===== src/rtl/apb_melody_seq.sv =====
// APB note sequencer: software queues {tone, duration} entries, which are played back
// in order on tone_sel, timed by the shared 1 ms tick, with an optional silent gap between notes.
module apb_melody_seq #(
    parameter int DEPTH  = 8,
    parameter int GAP_MS = 20
) (
    input  logic        PCLK,
    input  logic        PRESET,
    input  logic [3:0]  PADDR,
    input  logic [31:0] PWDATA,
    input  logic        PWRITE,
    input  logic        PENABLE,
    input  logic        PSEL,
    output logic [31:0] PRDATA,
    output logic        PREADY,
    input  logic        tick,
    output logic [3:0]  tone_sel,
    output logic        irq
);
    localparam int          AW        = $clog2(DEPTH);
    localparam int          CW        = $clog2(DEPTH) + 1;
    localparam logic [3:0]  SILENT    = 4'hF;
    localparam logic [11:0] GAP_TICKS = 12'(GAP_MS);
    localparam logic [1:0]  REG_CTRL  = 2'd0;
    localparam logic [1:0]  REG_STAT  = 2'd1;
    localparam logic [1:0]  REG_NOTE  = 2'd2;
    localparam logic [1:0]  REG_CUR   = 2'd3;

    typedef enum logic [1:0] {IDLE, PLAY, GAP} state_t;

    state_t          state_q, state_d;
    logic [11:0]     cnt_q, cnt_d;
    logic [3:0]      tone_q, tone_d;
    logic            pready_q;
    logic            en_q, ie_q, done_q, done_d, ovf_q, ovf_d;
    logic [15:0]     mem_q [DEPTH];
    logic [AW-1:0]   wr_ptr_q, rd_ptr_q;
    logic [CW-1:0]   count_q, count_d;
    logic            pop, set_done;
    logic            xfer, wr_ctrl, wr_stat, wr_note, flush, en_now, full, empty, push;
    logic [3:0]      head_tone, head_play_tone;
    logic [11:0]     head_dur;
    logic [31:0]     rdata;
    logic            unused_bits;

    assign xfer    = PSEL & PENABLE & pready_q;
    assign wr_ctrl = xfer & PWRITE & (PADDR[3:2] == REG_CTRL);
    assign wr_stat = xfer & PWRITE & (PADDR[3:2] == REG_STAT);
    assign wr_note = xfer & PWRITE & (PADDR[3:2] == REG_NOTE);
    assign flush   = wr_ctrl & PWDATA[1];
    // A write clearing EN stops playback on the same edge it lands.
    assign en_now  = wr_ctrl ? PWDATA[0] : en_q;

    assign full    = (count_q == CW'(DEPTH));
    assign empty   = (count_q == '0);
    assign push    = wr_note & ~full & ~flush;
    assign count_d = count_q + CW'(push) - CW'(pop);

    assign head_tone      = mem_q[rd_ptr_q][3:0];
    assign head_dur       = mem_q[rd_ptr_q][15:4];
    assign head_play_tone = (head_dur == 12'd0) ? SILENT : head_tone;

    always_comb begin
        // NOTE: every output of this block gets a default first, so no path can infer a latch.
        state_d  = state_q;
        cnt_d    = cnt_q;
        tone_d   = tone_q;
        pop      = 1'b0;
        set_done = 1'b0;
        unique case (state_q)
            IDLE: begin
                if (en_q && !empty) begin
                    pop = 1'b1; state_d = PLAY; cnt_d = head_dur; tone_d = head_play_tone;
                end
            end
            PLAY: begin
                if (tick && cnt_q != 12'd0) cnt_d = cnt_q - 12'd1;
                if (cnt_q == 12'd0 || (tick && cnt_q == 12'd1)) begin
                    if (GAP_MS > 0) begin
                        state_d = GAP; cnt_d = GAP_TICKS; tone_d = SILENT;
                    end else if (!empty) begin
                        pop = 1'b1; state_d = PLAY; cnt_d = head_dur; tone_d = head_play_tone;
                    end else begin
                        state_d = IDLE; tone_d = SILENT; set_done = 1'b1;
                    end
                end
            end
            GAP: begin
                if (tick) begin
                    cnt_d = cnt_q - 12'd1;
                    if (cnt_q == 12'd1) begin
                        if (!empty) begin
                            pop = 1'b1; state_d = PLAY; cnt_d = head_dur; tone_d = head_play_tone;
                        end else begin
                            state_d = IDLE; tone_d = SILENT; set_done = 1'b1;
                        end
                    end
                end
            end
            default: state_d = IDLE;
        endcase
        if (flush || !en_now) begin
            state_d  = IDLE;
            cnt_d    = 12'd0;
            tone_d   = SILENT;
            pop      = 1'b0;
            set_done = 1'b0;
        end
    end

    // A W1C landing on the edge that sets a flag leaves the flag set.
    assign done_d = (done_q & ~(wr_stat & PWDATA[8])) | set_done;
    assign ovf_d  = (ovf_q  & ~(wr_stat & PWDATA[9])) | (wr_note & full);

    always_ff @(posedge PCLK or posedge PRESET) begin
        if (PRESET) begin
            pready_q <= 1'b0;
            state_q  <= IDLE;
            cnt_q    <= 12'd0;
            tone_q   <= SILENT;
            en_q     <= 1'b0;
            ie_q     <= 1'b0;
            done_q   <= 1'b0;
            ovf_q    <= 1'b0;
            wr_ptr_q <= '0;
            rd_ptr_q <= '0;
            count_q  <= '0;
        end else begin
            // NOTE: non-blocking assignments so every register samples pre-edge values.
            pready_q <= PSEL & PENABLE & ~pready_q;
            state_q  <= state_d;
            cnt_q    <= cnt_d;
            tone_q   <= tone_d;
            done_q   <= done_d;
            ovf_q    <= ovf_d;
            if (wr_ctrl) begin
                en_q <= PWDATA[0];
                ie_q <= PWDATA[2];
            end
            if (flush) begin
                wr_ptr_q <= '0;
                rd_ptr_q <= '0;
                count_q  <= '0;
            end else begin
                if (push) wr_ptr_q <= wr_ptr_q + AW'(1);
                if (pop)  rd_ptr_q <= rd_ptr_q + AW'(1);
                count_q <= count_d;
            end
        end
    end

    // NOTE: the note storage has no reset; an entry is only read once COUNT says it was written.
    always_ff @(posedge PCLK) begin
        if (push) mem_q[wr_ptr_q] <= PWDATA[15:0];
    end

    always_comb begin
        rdata = '0;
        unique case (PADDR[3:2])
            REG_CTRL: begin
                rdata[0] = en_q;
                rdata[2] = ie_q;
            end
            REG_STAT: begin
                rdata[0]   = (state_q != IDLE);
                rdata[1]   = full;
                rdata[2]   = empty;
                rdata[7:4] = 4'(count_q);
                rdata[8]   = done_q;
                rdata[9]   = ovf_q;
            end
            REG_CUR: begin
                rdata[3:0]  = tone_q;
                rdata[15:4] = cnt_q;
            end
            default: rdata = '0;
        endcase
    end

    assign PRDATA      = (pready_q & PSEL & PENABLE & ~PWRITE) ? rdata : 32'd0;
    assign PREADY      = pready_q;
    assign tone_sel    = tone_q;
    assign irq         = done_q & ie_q;
    assign unused_bits = ^{PWDATA[31:16], PADDR[1:0]};

endmodule

===== config.mk =====
export PLATFORM = sky130hd
export DESIGN_NAME = apb_melody_seq
export DESIGN_NICKNAME = d
export VERILOG_FILES = /design/src/rtl/apb_melody_seq.sv
export SDC_FILE = /design/constraint.sdc
export NUM_CORES = 1
export LEC_CHECK = 0
export ABC_AREA = 1
export CAP_MARGIN = 5
export CORE_ASPECT_RATIO = 0.7
export CORE_MARGIN = 2
export CORE_UTILIZATION = 59
export CTS_CLUSTER_DIAMETER = 40
export DETAILED_ROUTE_END_ITERATION = 8
export PLACE_DENSITY_LB_ADDON = 0.12
export SLEW_MARGIN = 15
export SYNTH_ARGS = -nofsm -noshare
export SYNTH_HDL_FRONTEND = slang
export SYNTH_SLANG_ARGS = --single-unit

===== constraint.sdc =====
create_clock -name PCLK -period 5.7 [get_ports PCLK]
set_input_delay 0.855 -clock PCLK [delete_from_list [all_inputs] [get_ports PCLK]]
set_output_delay 0.855 -clock PCLK [all_outputs]
set_load 0.02 [all_outputs]

==> metrics.csv <==
metric,value,unit
Reg area,0.00468,mm²
Worst Skew,0.0106,ns
crit-path max FO,15,
CP Cell Sequence,clkdlybuf4s50_1 -> nand2_1 -> o221ai_1 -> nand2_1 -> inv_1 -> clkdlybuf4s50_1,
Worst path max stage delay,0.59,ns
Crit Reg-Reg Endpoint,mem_q[7][10]$_DFFE_PP_,
Synth cell types,37,
worst ir drop on vdd,641,µV
global-route wire length before repair,29.0,mm
logic gate share of total power,35.1,%
Via Count,5943,
vias per cell,5.33,
cell-internal power,2.44,mW
"count leader, synth",nand2_1,
"Clk Latency, worst-skew pair",0.42,ns
synth top area cells,"edfxtp_1 (48%), nand2_1 (13%), dfrtp_1 (9.0%)",
setup TNS,0,ns
CTS buffer count,17,
launching point of the worst reg2reg path,PREADY$_DFF_PP0_,
Max Cap Viol,0,
grt total ovfl,0,
starting density of the core,60.9,%
crit path time final,3.65,ns
switching share of power,38.1,%
setup violators final,0,
Die Ht,102,µm
area growth from synthesis to layout,14.4,%
worst hold path class,reg -> reg,
Sinks on Clock Net,161,
die area,0.0146,mm²
max_slew headroom,23.2,%
Fillers,1012,
cells after synthesis,869,
share of layout cells above drive strength 1,8.60,%
final hold vios,0,
syn_area_per_cell,9.27,µm²
Min Hold Slack,0.462,ns
placed standard-cell area,0.00862,mm²
largest net degree at the start of global routing,67,
Avg WL per Cell,16.5,µm
CORE AREA,0.0132,mm²
HPWL Detailed,12.1,mm
R2R Setup Slk,2.90,ns
crit path DAT,2.80,ns
Pre-antenna DRT Iters,5,
Pwr per Cell Area,428,mW/mm²
Critical Path Sink,PRDATA[0],
"wirelength, routed",18.4,mm
Placed Cells,1083,
Post-synth EDFFs,128,
drt first-iter violations,537,
Total GRT Usage,26.6,%
Commonest cells post-synth,"nand2_1 (284), edfxtp_1 (128), inv_1 (127), nand3_1 (105), dfrtp_1 (29)",
Final #Nets,976,
WP data required,4.85,ns
sequential-to-total area share from yosys stat,58.1,%
Slew @ Worst Pin,1.15,ns
status,completed,
CTS tree,built,
Critical Path Start,PADDR[2],
Max Fclk,274,MHz
Clock Path Buffers,2,
antenna fix cells,0,
Non-Filler Instances,1115,
ys flop type,edfxtp_1,
Synth area leader,edfxtp_1,
final total power,3.94,mW
Residual DRC,0,
Startpoint Class,input port,
period utilization,64.1,%
"Slew Viols, Final",0,
Seq pwr share,36.0,%
slowest CP cell,clkdlybuf4s50_1,
YS warnings,0,
Async SR Flop Fraction,20.5,%
mapped cell area,0.00805,mm²
initial antenna violation count,0,
post-cts resize count,0,
GP Congestion,0.955,
"Reg clk slew, reported paths",0.06,ns
Rows,35,
DRT antenna net count,0,
vias in the first global route,5493,
Critical Setup Path Class,in -> out,
Clock Tree Root,clkbuf_16,
H-tree Lvls,4,
hold_buf cts,0,
postcts setup bufs,0,
Lkg Pwr,4.17,nW
Final Instance Area,0.00921,mm²
Clock power frac,28.9,%
port buffer count,45,
unrepaired setup endpoints after global routing,no,
post-synth top area share,47.7,%
die width,144,µm
Psw,1.50,mW
multi-input logic area,0.00267,mm²
worst reg2reg path depth,7,
CP Capture Type,output pin,
IO Pins,80,
Seq cells post-synth,161,
-- final cells by class --
cell class | count | area share [%]
Inverter | 131 | 5.34
Clock buffer | 22 | 5.39
Multi-Input combinational cell | 548 | 29.0
Tap cell | 185 | 2.51
Sequential cell | 161 | 50.8
Clock inverter | 10 | 1.06
Timing Repair Buffer | 58 | 5.95
-- state kept, by name (all words and copies together) (netlist names) --
register	cells
wr_ptr_q	3
state_q	2
ie_q	1
rd_ptr_q	3
cnt_q	12
done_q	1
PREADY	1
tone_sel	4
en_q	1
mem_q	128
count_q	4
ovf_q	1
-- cell families after synthesis --
| family | after synthesis | share of synthesized area, % |
|---|---|---|
| flip-flops | 161 | 58.1 |
| AND/OR/NAND/NOR | 451 | 24.4 |
| other | 1 | 0.0466 |
| multiplexers | 1 | 0.140 |
| adder cells (fa/ha/maj) | 17 | 2.74 |
| XOR/XNOR | 9 | 0.979 |
| AO/OA/AOI/OAI | 54 | 3.73 |
| buffers and inverters | 175 | 9.87 |
-- power by group through the flow --
stage | logic, mW | registers, mW | clock network [mW]
final | 1.38 | 1.42 | 1.14
after global placement | 1.32 | 1.43 | 0
after global routing | 1.55 | 1.42 | 1.19
after floorplan | 1.06 | 1.41 | 0
after detailed placement | 1.36 | 1.44 | 0
after CTS | 1.37 | 1.41 | 1.14
-- worst min-delay path by stage --
stage,start,endpoint,slack (ns),depth (start not counted)
global route,PREADY$_DFF_PP0_,PREADY$_DFF_PP0_,0.48,1
floorplan,ovf_q$_DFF_PP0_,ovf_q$_DFF_PP0_,0.45,2
CTS,PREADY$_DFF_PP0_,PREADY$_DFF_PP0_,0.47,1
global placement,PREADY$_DFF_PP0_,PREADY$_DFF_PP0_,0.45,1
detailed placement,PREADY$_DFF_PP0_,PREADY$_DFF_PP0_,0.46,1
finish,PREADY$_DFF_PP0_,PREADY$_DFF_PP0_,0.46,1
-- cell usage in the layout (no fill, tap or decap), drive strengths merged, types with 9 or more instances in the layout --
cell type / instances
clkdlybuf4s50: 45
conb: 16
clkbuf: 22
o21ai: 28
nand3: 113
a21oi: 12
inv: 135
dfrtp: 29
nor3: 13
xor2: 9
edfxtp: 128
nor2: 32
buf: 13
ha: 16
nand2: 288
-- critical path: cells and delay by family --
kind                   cells  cell delay, ns
AO/OA/AOI/OAI              1            0.33
AND/OR/NAND/NOR            2            0.41
buffers and inverters      3            1.20
-- through the flow --
step / worst slack (ns) / utilization (%)
2_1_floorplan: 2.54 / -
3_3_place_gp: 1.97 / 65.1
3_5_place_dp: 1.89 / 65.1
4_1_cts: 2.07 / 69.6
5_1_grt: 1.90 / 69.6
6_report: 2.05 / 69.6
-- metal layers --
metal / routed length (µm) / up-vias / GRT usage [%] / share of wire, %
li1: - / 2871 / - / -
met3: 1490 / 29 / 5.72 / 8.1
met4: 318 / 0 / 8.52 / 1.7
met5: 0 / - / 0 / 0
met2: 8340 / 235 / 41.3 / 45
met1: 8220 / 2808 / 38.2 / 45
Note: power is estimated with default switching activity, not from simulation.
